**config.mk**
```make
export PLATFORM = sky130hd
export DESIGN_NAME = axis_block_mean_subtractor
export DESIGN_NICKNAME = d
export VERILOG_FILES = /design/src/rtl/axis_block_mean_subtractor.sv
export SDC_FILE = /design/constraint.sdc
export NUM_CORES = 1
export LEC_CHECK = 0
export ABC_AREA = 1
export CAP_MARGIN = 15
export CORE_UTILIZATION = 30
export CTS_CLUSTER_SIZE = 30
export DETAILED_ROUTE_END_ITERATION = 8
export PLACE_DENSITY = 0.54
export SYNTH_ARGS = -nofsm -noshare
export SYNTH_HDL_FRONTEND = slang
export SYNTH_SLANG_ARGS = --single-unit
export TNS_END_PERCENT = 50
```
**constraint.sdc**
```tcl
create_clock -name clk -period 3.88 [get_ports clk]
set_clock_uncertainty 0.2 [all_clocks]
set_input_delay 1.164 -clock clk [delete_from_list [all_inputs] [get_ports clk]]
set_output_delay 1.164 -clock clk [all_outputs]
set_load 0.05 [all_outputs]
```
**src/rtl/axis_block_mean_subtractor.sv**
```systemverilog
// Subtracts the per-block average from every sample of that block and emits the
// DATA_WIDTH+1 bit two's-complement residual, flagging the final residual of each block.
module axis_block_mean_subtractor #(
    parameter int DATA_WIDTH        = 16,
    parameter int ELEMENT_COUNT_LOG = 8,
    parameter bit IS_SIGNED         = 1'b0
) (
    input  logic                  clk,
    input  logic                  rst,
    input  logic                  input_avg_valid,
    output logic                  input_avg_ready,
    input  logic [DATA_WIDTH-1:0] input_avg_data,
    input  logic                  input_valid,
    output logic                  input_ready,
    input  logic [DATA_WIDTH-1:0] input_data,
    output logic                  output_valid,
    input  logic                  output_ready,
    output logic [DATA_WIDTH:0]   output_data,
    output logic                  output_last
);

    // A zero-width counter is not legal; with one sample per block the counter stays 0.
    localparam int CNT_W = (ELEMENT_COUNT_LOG > 0) ? ELEMENT_COUNT_LOG : 1;
    localparam logic [CNT_W-1:0] LAST_IDX = CNT_W'((2 ** ELEMENT_COUNT_LOG) - 1);

    typedef enum logic {
        WAIT_AVG = 1'b0,
        STREAM   = 1'b1
    } state_t;

    state_t                  state;
    logic [CNT_W-1:0]        counter;
    logic [DATA_WIDTH-1:0]   avg_reg;
    logic                    avg_fire;
    logic                    sample_fire;
    logic                    last_sample;

    function automatic logic signed [DATA_WIDTH:0] ext(input logic [DATA_WIDTH-1:0] v);
        if (IS_SIGNED) begin
            return $signed({v[DATA_WIDTH-1], v});
        end
        return $signed({1'b0, v});
    endfunction

    // One extra bit is enough for any difference of two extended operands.
    function automatic logic signed [DATA_WIDTH:0] residual(
        input logic [DATA_WIDTH-1:0] sample,
        input logic [DATA_WIDTH-1:0] avg
    );
        return ext(sample) - ext(avg);
    endfunction

    // Readies are gated by reset so nothing is accepted while the block is held in reset.
    assign input_avg_ready = rst && (state == WAIT_AVG);
    assign input_ready     = rst && (state == STREAM) && (!output_valid || output_ready);

    assign avg_fire    = input_avg_valid && input_avg_ready;
    assign sample_fire = input_valid && input_ready;
    assign last_sample = (counter == LAST_IDX);

    always_ff @(posedge clk or negedge rst) begin
        if (!rst) begin
            state        <= WAIT_AVG;
            counter      <= '0;
            avg_reg      <= '0;
            output_valid <= 1'b0;
            output_data  <= '0;
            output_last  <= 1'b0;
        end else begin
            unique case (state)
                WAIT_AVG: begin
                    if (avg_fire) begin
                        avg_reg <= input_avg_data;
                        counter <= '0;
                        state   <= STREAM;
                    end
                end
                STREAM: begin
                    if (sample_fire) begin
                        if (last_sample) begin
                            counter <= '0;
                            state   <= WAIT_AVG;
                        end else begin
                            counter <= counter + 1'b1;
                        end
                    end
                end
                default: state <= WAIT_AVG;
            endcase

            // Output register: loaded on every accepted sample, drained independently of the FSM.
            if (sample_fire) begin
                output_data  <= residual(input_data, avg_reg);
                output_valid <= 1'b1;
                output_last  <= last_sample;
            end else if (output_ready) begin
                output_valid <= 1'b0;
            end
        end
    end

    stall_stable_a : assert property (@(posedge clk) disable iff (!rst)
        output_valid && !output_ready |=> output_valid && $stable(output_data) && $stable(output_last));

endmodule

```
Yosys cells after proc, flatten, opt, wreduce, memory -nomap -nowiden
Cells that the tools add are included.
W data, S select, Z words.

word-level totals
  flip-flop bits (word level) = 44
  latch bits = 0
  memory bits (writable) = 0
  memory bits (read-only) = 0
  output and inout port bits = 21
  memories kept = 0

cells by class
  add/sub/neg operators = 2
  multiply operators = 0
  div/mod/pow operators = 0
  order comparisons = 0
  equality and inequality tests = 3
  shift operators = 0
  mux-type cells = 10
  bitwise gates (word level) = 1
  reduce and logical (&&, ||, !) cells = 10

operator list
  cell                   number
  $mux W8                3
  $sub A16 B16 Y17       1
  $pmux W8 S2            1
  $add A8 B1 Y8 const B  1
  $eq A8 B8 Y1 const B   1
  $logic_and A1 B1 Y1    5
  $mux W1                5
  $reduce_and A2 Y1      2
  $ne A2 B1 Y1 const B   1
  $ne A2 B2 Y1 const B   1
  $pmux W1 S2            1
  $reduce_bool A2 Y1     1
  $logic_not A1 Y1       1
  $logic_or A1 B1 Y1     1
  $not A1 Y1             1

Depth between registers and ports, before layout
Gate-level depths: netlist of run 1.

  word-level depth = 6
  gate-level depth with buffers = 12
  mapped depth without buffers = 12

Worst setup path before layout of run 1
Ideal clock, no wire load.

  path type = input-to-output
  start point = in output_ready
  end point = out input_ready
  data arrival time = 2.010 ns
  slack = 0.506 ns
  cell stages on the path = 4
  path buffers = 0
  path through = inv_1 > nand2_1 > nand2_1 > nor2_1

between the ends
  longest elaborated chain between the ends = 2

RTL lines
  what                 line  text
  start: declaration   17    input logic output_ready,
  $logic_or A1 B1 Y1   55    assign input_ready = rst && (state == STREAM) && (!output_valid || output_ready);
  $logic_and A1 B1 Y1  55
  end: declaration     14    output logic input_ready,

Every way passes these cells.

Final worst setup path of run 1
Ends and elaborated chain as after synthesis.

==> impl_metrics.csv, run 1 <==
group,metric,value,unit
status,status,"complete, no violations",
clock_tree,cts_buffers,5,
clock_tree,cts.repair.resized,0,
sta,fmax,282,MHz
clock_tree,root_buffer,"clkbuf_8",
worst_setup_path,critPathTopFamily,"buffers and inverters",
synth,syn_area_per_cell,7.16,um2
flow_run,maxCapViolCount,0,
synth,ys.flop_type,"dfrtp_1",
clock_tree,clk_pin_slew,0.09,ns
synth,synthArstFlopShare,1.00,
worst_setup_path,path_max_fanout,3,
final_layout,fin_area,0.00368,mm2
synth,ys_ff_latch,44,
worst_setup_path,worstPathRequired,2.52,ns
route,routed_via_density,4.34,
sta,grt_setup_unrepaired,"no",
synth,synthCells,400,
synth,synth-edff-count,0,
final_layout,n_antenna_cell,0,
final_layout,utilization,0.398,
clock_tree,htreeDepth,2,
clock_tree,cts_tree,"yes",
synth,yosysUniqueCellTypes,36,
power_and_ir_drop,powerDensity,688,mW/mm2
route,drt-total-wl,6540,um
clock_tree,cts.sinks,44,
grt,grt_max_degree,46,
sta,slew-limit-headroom,0.603,
grt,grtUsageMet1,0.188,
final_layout,num-fill-cells,1018,
worst_setup_path,r2r-end,"output_data[12]",
grt,met2_usage,0.224,
sta,tightest_slew,0.595,ns
grt,grt_overflow_total,0,
clock_tree,post_cts_buffers,0,
worst_setup_path,cp-start-kind,"input port",
clock_tree,cts_hold_buf,0,
grt,busiest_layer,"met2",
placed_design,port_buffers,57,
synth,synth_top_area_cell,"dfrtp_1",
synth,yosys_warnings,0,
worst_hold_path,min_path_cells,2,
sta,finalHoldViolCount,0,
floorplanning,initial_utilization,0.310,
grt,grt_pass1_wl,10900,um
floorplanning,ios,58,
final_layout,multi_input_area,0.00143,mm2
synth,synth.area.top_cells,"dfrtp_1 38%, nand2_1 19%, inv_1 8.8%, ha_1 7.4%, nand3_1 4.2%",
worst_setup_path,arrival,2.18,ns
worst_setup_path,path_cells,"clkdlybuf4s50_1 > inv_1 > nand2_1 > nand2_1 > nor2_1 > buf_12",
placed_design,placed_area,0.00357,mm2
clock_tree,clockBufferDepth,2,
route,wl_per_cell,11.1,um
power_and_ir_drop,power,2.53,mW
grt,met3_usage,0.0260,
worst_setup_path,max_stage_delay,0.45,ns
route,route.detailed.drc,0,
final_layout,drive_gt1_frac,0.0675,
worst_hold_path,hp-start,"output_data[15]",
clock_tree,clk_latency,0.31,ns
sta,hold_ws,0.289,ns
floorplanning,die_h,99.7,um
worst_setup_path,end_kind,"output port",
floorplanning,die_w,99.7,um
final_layout,final_common_cell,"nand2_1",
floorplanning,core,0.00924,mm2
worst_setup_path,slowest_stage,"clkdlybuf4s50_1",
synth,synth_top_area_frac,0.384,
grt,grt_use_total,0.139,
sta,min_period,3.55,ns
grt,grt_pass1_vias,2302,
placed_design,place_ws,0.313,ns
final_layout,regArea,0.00110,mm2
floorplanning,fp-row-count,35,
final_layout,final_cell_mix,"145 x nand2_1, 67 x inv_1, 54 x clkdlybuf4s50_1",
worst_setup_path,criticalPathCategory,"input port to output port",
worst_hold_path,holdPathEnd,"output_data[15]",
worst_setup_path,path_buf_inv,3,
final_layout,finalNetCount,513,
final_layout,largest_register_ffs,17,
worst_hold_path,min-delay-path-class,"flip-flop to flip-flop",
worst_setup_path,r2r-start,"avg_reg[0]",
sta,finalSetupTns,0,ns
synth,syn-num-nets,455,
route,drt_iter0_markers,61,
sta,setup_ws,0.333,ns
sta,finalSetupViolations,0,
route,drt.antenna.violating_nets,0,
placed_design,dp_cells,580,
synth,syn_area,0.00287,mm2
route,num_vias,2549,
worst_setup_path,r2r_slack,1.84,ns
route,drt_pass1_iterations,4,
worst_setup_path,r2r_cells,10,
sta,slew_viol_final,0,
sta,finalCritPeriodShare,0.914,
final_layout,final_cells,588,
grt,grt_antenna_before_repair,0,
placed_design,place_hpwl,5130,um
floorplanning,die_area,0.00995,mm2
placed_design,gp_congestion,0.817,
worst_setup_path,worst_path_most_repeated_cell,"nand2_1",
power_and_ir_drop,p_leak,1.89,nW
power_and_ir_drop,ir_drop,345,uV
final_layout,area_delta_synth_final,28.5,%
synth,seq_area_frac_synth,0.384,
==> where the power goes <==
group          switching [mW]  leakage (nW)  total, mW  internal [mW]
Combinational           0.916          1.29       1.43          0.514
Clock                   0.174        0.0548      0.368          0.194
Sequential             0.0965         0.547      0.736          0.639
==> per-layer routing <==
layer,up-vias,routed length (um)
li1,1349,-
met1,1148,3160
met2,45,3070
met3,7,245
met4,0,72
met5,-,0
==> cell type report <==
type / instances / share of cell area
repair buffers: 59 / 0.163
flip-flops and latches: 44 / 0.299
well taps: 129 / 0.0438
clock buffers: 5 / 0.0187
multi-input cells: 277 / 0.389
inverters: 71 / 0.0738
clock inverters: 3 / 0.0126
==> worst max path at each step <==
stage / start / slack (ns) / cells after the start / to
6_report: output_ready / 0.33 / 6 / input_ready
3_3_place_gp: output_ready / 0.34 / 6 / input_ready
3_5_place_dp: output_ready / 0.31 / 6 / input_ready
4_1_cts: output_ready / 0.32 / 6 / input_ready
2_1_floorplan: output_ready / 0.51 / 4 / input_ready
5_1_grt: output_ready / 0.23 / 6 / input_ready
==> synthesized netlist by cell type, types with 2 or more instances <==
cell,instances
nand3_1,24
nand3b_1,2
dfrtp_1,44
nor2_1,17
inv_1,67
nand2_1,145
inv_2,3
ha_1,17
a31oi_1,2
nor3_1,5
buf_2,4
or2_0,2
nor2_4,3
nand2_2,2
o21ai_0,21
a21oi_1,11
o21ai_1,8
nand4_1,2
xnor2_1,2
buf_6,3
==> tightest hold or removal path, delay by kind of cell, from the launching register on <==
family        cells  cell delay, ns
simple gates      2            0.11
flops             1            0.35
==> cell families after synthesis <==
| group | Yosys count | share of synthesized area |
|---|---|---|
| AND/OR/NAND/NOR | 213 | 0.332 |
| buffers and inverters | 79 | 0.116 |
| flip-flops | 44 | 0.384 |
| AO/OA/AOI/OAI | 43 | 0.0773 |
| adder cells (fa/ha/maj) | 18 | 0.0812 |
| XOR/XNOR | 3 | 0.00917 |
No activity file was read; power rests on OpenSTA's default activity.
==> inputs of run 2 (changes only) <==
==> constraint.sdc (replaced) <==
create_clock -name clk -period 3.88 [get_ports clk]
set_clock_uncertainty 0.2 [all_clocks]
set_input_delay 0.582 -clock clk [delete_from_list [all_inputs] [get_ports clk]]
set_output_delay 0.582 -clock clk [all_outputs]
set_load 0.05 [all_outputs]
==> run 2 against run 1 <==
  * Wire length rose by 1.3%
  * Cell area is 1.1% lower
  * Non-clock buffer count unchanged
  * Critical path depth did not move
  * Register-to-register slack improved by 0.02 ns
  * Maximum frequency grew 21%
  * Worst setup slack improved by 0.61 ns
  * Total power shrank 2.3%
  * Cell count unchanged
  * Sequential power barely moved
  * Critical path type unchanged
==> impl_metrics.csv, run 2 (synthesis gave the netlist of run 1 again) <==
group,metric,value,unit
sta,grt_setup_unrepaired,"no",
final_layout,final_cell_mix,"145 x nand2_1, 67 x inv_1, 56 x clkdlybuf4s50_1",
route,wl_per_cell,11.3,um
final_layout,largest_register_ffs,17,
grt,grt_pass1_vias,2463,
clock_tree,cts_hold_buf,0,
worst_setup_path,path_max_fanout,3,
power_and_ir_drop,swShare,0.477,
worst_setup_path,worstPathRequired,3.10,ns
clock_tree,root_buffer,"clkbuf_8",
final_layout,multi_input_area,0.00143,mm2
sta,finalHoldViolCount,0,
route,drt.antenna.violating_nets,0,
route,drt_iter0_markers,65,
power_and_ir_drop,p_int,1.29,mW
sta,finalCritPeriodShare,0.756,
route,drt-total-wl,6630,um
floorplanning,die_w,99.7,um
final_layout,n_antenna_cell,0,
status,status,"complete, no violations",
clock_tree,cts_buffers,5,
sta,tightest_slew,0.585,ns
grt,grt_overflow_total,0,
grt,grt_use_total,0.143,
route,drt_pass1_iterations,4,
clock_tree,cts.sinks,44,
floorplanning,initial_utilization,0.310,
grt,grt_max_degree,46,
route,route.detailed.drc,0,
floorplanning,die_h,99.7,um
placed_design,gp_congestion,0.806,
placed_design,dp_cells,580,
worst_setup_path,end_kind,"output port",
grt,grt_pass1_wl,11400,um
sta,fmax,341,MHz
placed_design,place_hpwl,5110,um
worst_setup_path,r2r_cells,10,
power_and_ir_drop,p_clk_frac,0.124,
clock_tree,cts_tree,"yes",
floorplanning,die_area,0.00995,mm2
sta,finalSetupViolations,0,
floorplanning,ios,58,
power_and_ir_drop,powerDensity,680,mW/mm2
power_and_ir_drop,seq_power_share,0.298,
power_and_ir_drop,combPwrFrac,0.578,
worst_setup_path,path_cells,"clkdlybuf4s50_1 > inv_1 > nand2_1 > nand2_1 > nor2_1 > clkdlybuf4s50_1",
final_layout,regArea,0.00110,mm2
worst_setup_path,cp-start-kind,"input port",
clock_tree,htreeDepth,2,
power_and_ir_drop,ir_drop,344,uV
clock_tree,post_cts_buffers,0,
flow_run,maxCapViolCount,0,
floorplanning,fp-row-count,35,
worst_setup_path,slowest_stage,"clkdlybuf4s50_1",
placed_design,port_buffers,57,
worst_setup_path,arrival,2.15,ns
power_and_ir_drop,p_leak,1.87,nW
floorplanning,core,0.00924,mm2
worst_setup_path,max_stage_delay,0.80,ns
route,num_vias,2522,
final_layout,drive_gt1_frac,0.0610,
final_layout,finalNetCount,513,
sta,min_period,2.93,ns
worst_hold_path,min-delay-path-class,"input port to asynchronous set/reset pin",
clock_tree,cts.repair.resized,0,
power_and_ir_drop,p_sw,1.18,mW
final_layout,final_cells,588,
clock_tree,clk_pin_slew,0.08,ns
final_layout,utilization,0.394,
route,routed_via_density,4.29,
sta,finalSetupTns,0,ns
grt,grt_antenna_before_repair,0,
worst_setup_path,criticalPathCategory,"input port to output port",
final_layout,final_common_cell,"nand2_1",
final_layout,area_delta_synth_final,27.0,%
sta,slew-limit-headroom,0.610,
sta,slew_viol_final,0,
final_layout,num-fill-cells,963,
clock_tree,clockBufferDepth,2,
clock_tree,clk_latency,0.30,ns
-- run 2: path summary, 6_finish.rpt --
path | startpoint | to | slack, ns
max | output_ready | input_ready | 0.95
min | rst | output_data[0] | 0.19
max reg2reg | avg_reg[0] | output_data[16] | 1.86
min reg2reg | output_data[7] | output_data[7] | 0.29
max in group asynchronous | rst | avg_reg[14] | 2.89
min in group clk | output_data[7] | output_data[7] | 0.29
-- run 2: per-stage QoR --
stage	hold WS (ns)	power [mW]	setup slack [ns]	cell area, um2
floorplan	0.0864	1.77	1.62	2870
global placement	0.267	2.17	0.962	3550
detailed placement	0.265	2.19	0.926	3550
CTS	0.226	2.51	0.930	3640
global route	0.249	2.71	0.859	3640
finish	0.189	2.47	0.946	3640
-- run 2: power by group through the flow --
| stage | clock (mW) | sequential [mW] | combinational (mW) |
|---|---|---|---|
| detailed placement | 0 | 0.747 | 1.44 |
| floorplan | 0 | 1.03 | 0.741 |
| global placement | 0 | 0.746 | 1.42 |
| global route | 0.340 | 0.763 | 1.61 |
| finish | 0.308 | 0.737 | 1.43 |
| CTS | 0.318 | 0.739 | 1.45 |
-- run 2: layer usage --
layer  vias up  global-route usage  routed length (um)
met5         -                   0                   0
met4         0              0.0396                  86
met3         9              0.0274                 241
met2        49               0.237                3080
met1      1113               0.191                3210
li1       1351                   -                   -
-- run 2: area by class of cell --
type                    instances  area share
well taps                     129      0.0443
multi-input cells             277       0.393
flip-flops and latches         44       0.303
clock buffers                   7      0.0237
clock inverters                 1     0.00206
repair buffers                 59       0.160
inverters                      71      0.0746
-- run 2: critical path: cells and delay by family --
family        cells  cell delay [ns]
simple gates      3             0.28
buf+inv           3             1.30
==> inputs of run 3 (changes only) <==
- clock period: 3.88 -> 2.9 ns (I/O delays scaled with it)
==> run 3 against run 2 <==
  * Die area is the same
  * Wire length grew 2.2%
  * Worst hold slack gained 0.10 ns
  * Critical path type unchanged
  * Worst setup slack lost 0.74 ns
  * Cell area is essentially flat
  * Flip-flop and latch count is the same
  * Utilization is essentially flat
  * Non-clock buffer count grew 2
==> impl_metrics.csv, run 3 (synthesis gave the netlist of run 1 again) <==
group,metric,value,unit
final_layout,multi_input_area,0.00143,mm2
worst_setup_path,r2r-end,"output_data[16]",
final_layout,area_delta_synth_final,27.1,%
placed_design,place_ws,0.342,ns
worst_hold_path,min-delay-path-class,"flip-flop to flip-flop",
worst_setup_path,slowest_stage,"clkdlybuf4s50_1",
power_and_ir_drop,p_clk_frac,0.117,
final_layout,final_cell_mix,"145 x nand2_1, 67 x inv_1, 55 x clkdlybuf4s50_1",
route,route.detailed.drc,0,
power_and_ir_drop,swShare,0.482,
power_and_ir_drop,p_leak,1.87,nW
worst_setup_path,crit_start,"rst",
sta,grt_setup_unrepaired,"no",
worst_setup_path,r2r_cells,10,
floorplanning,core,0.00924,mm2
route,drt_iter0_markers,93,
grt,grt_use_total,0.140,
worst_setup_path,r2r-start,"avg_reg[0]",
power_and_ir_drop,p_sw,1.58,mW
worst_setup_path,cp-start-kind,"input port",
final_layout,regArea,0.00110,mm2
worst_setup_path,path_max_fanout,3,
worst_setup_path,critPathTopFamily,"buffers and inverters",
placed_design,gp_congestion,0.845,
worst_setup_path,max_stage_delay,0.81,ns
power_and_ir_drop,powerDensity,901,mW/mm2
final_layout,n_antenna_cell,0,
placed_design,place_hpwl,5370,um
sta,slew-limit-headroom,0.654,
sta,hold_ws,0.291,ns
final_layout,finalNetCount,515,
sta,finalHoldViolCount,0,
worst_setup_path,criticalPathCategory,"input port to output port",
clock_tree,root_buffer,"clkbuf_8",
power_and_ir_drop,seq_power_share,0.300,
floorplanning,die_w,99.7,um
clock_tree,cts_tree,"yes",
power_and_ir_drop,ir_drop,433,uV
clock_tree,post_cts_buffers,0,
sta,fmax,372,MHz
power_and_ir_drop,power,3.28,mW
floorplanning,ios,58,
power_and_ir_drop,combPwrFrac,0.583,
grt,grt_overflow_total,0,
sta,tightest_slew,0.517,ns
floorplanning,initial_utilization,0.310,
clock_tree,clk_latency,0.30,ns
final_layout,drive_gt1_frac,0.0652,
worst_setup_path,r2r_slack,0.88,ns
clock_tree,htreeDepth,2,
route,routed_via_density,4.36,
sta,slew_viol_final,0,
worst_setup_path,crit_end,"input_avg_ready",
worst_setup_path,end_kind,"output port",
floorplanning,fp-row-count,35,
route,wl_per_cell,11.5,um
clock_tree,cts_buffers,5,
worst_setup_path,crit_cells,5,
final_layout,num-fill-cells,981,
grt,grt_antenna_before_repair,0,
sta,finalSetupViolations,0,
grt,grt_pass1_wl,11000,um
worst_setup_path,worstPathRequired,2.27,ns
route,drt_pass1_iterations,4,
grt,grt_pass1_vias,2423,
clock_tree,clockBufferDepth,2,
sta,finalCritPeriodShare,0.928,
power_and_ir_drop,p_int,1.70,mW
route,num_vias,2568,
status,status,"complete, no violations",
clock_tree,cts.sinks,44,
route,drt-total-wl,6780,um
sta,finalSetupTns,0,ns
placed_design,port_buffers,57,
worst_setup_path,arrival,2.06,ns
clock_tree,clk_pin_slew,0.09,ns
floorplanning,die_h,99.7,um
worst_setup_path,path_buf_inv,4,
sta,min_period,2.69,ns
worst_setup_path,path_cells,"dlygate4sd3_1 > buf_2 > inv_2 > nor2_4 > clkdlybuf4s50_1",
sta,setup_ws,0.208,ns
floorplanning,die_area,0.00995,mm2
final_layout,largest_register_ffs,17,
route,drt.antenna.violating_nets,0,
grt,grt_max_degree,33,
flow_run,maxCapViolCount,0,
final_layout,final_common_cell,"nand2_1",
run 3: timing repair:
item	in CTS	in global routing
resized for setup	0	0
hold endpoints to repair	44	0
hold buffers	1	0
run 3: worst register-to-register path, stage by stage, from the launching register on:
cell     delay, ns
dfrtp_1       0.40
ha_1          0.22
fa_1          0.41
inv_1         0.10
nand3_1       0.07
nand3_1       0.13
nand3_1       0.11
nand3_1       0.11
nand2_1       0.06
nand3_1       0.06
nand2_1       0.05
run 3: cell type report:
class                   instances  area share
repair buffers                 61       0.164
multi-input cells             277       0.393
inverters                      71      0.0745
clock buffers                   5      0.0189
well taps                     129      0.0443
clock inverters                 2     0.00344
flip-flops and latches         44       0.302
run 3: power by group through the flow:
stage	clock network (mW)	logic, mW	registers [mW]
floorplan	0	0.992	1.38
global placement	0	1.90	1.00
detailed placement	0	1.93	1.00
CTS	0.405	1.94	0.991
global route	0.429	2.14	1.02
finish	0.384	1.91	0.986
run 3: routing by layer:
metal  up-vias  wire length [um]  GRT usage
li1       1355                 -          -
met1      1155              3210      0.179
met2        54              3230      0.240
met3         4               279     0.0267
met4         0                50     0.0373
met5         -                 0          0
run 3: through the flow:
stage / utilization / cells / cell area [um2]
2_1_floorplan: - / 400 / 2870
3_3_place_gp: 0.384 / 581 / 3550
3_5_place_dp: 0.384 / 581 / 3550
4_1_cts: 0.394 / 589 / 3640
5_1_grt: 0.394 / 589 / 3640
6_report: 0.394 / 589 / 3640
run 3: worst min path at each step:
stage | start | endpoint | slack (ns) | cells past startpoint
floorplan | rst | avg_reg[0] | -0.06 | 0
global placement | rst | output_data[0] | 0.26 | 2
detailed placement | rst | output_data[0] | 0.27 | 2
CTS | output_data[13] | output_data[13] | 0.29 | 2
global route | output_data[13] | output_data[13] | 0.31 | 2
finish | output_last | output_last | 0.29 | 2
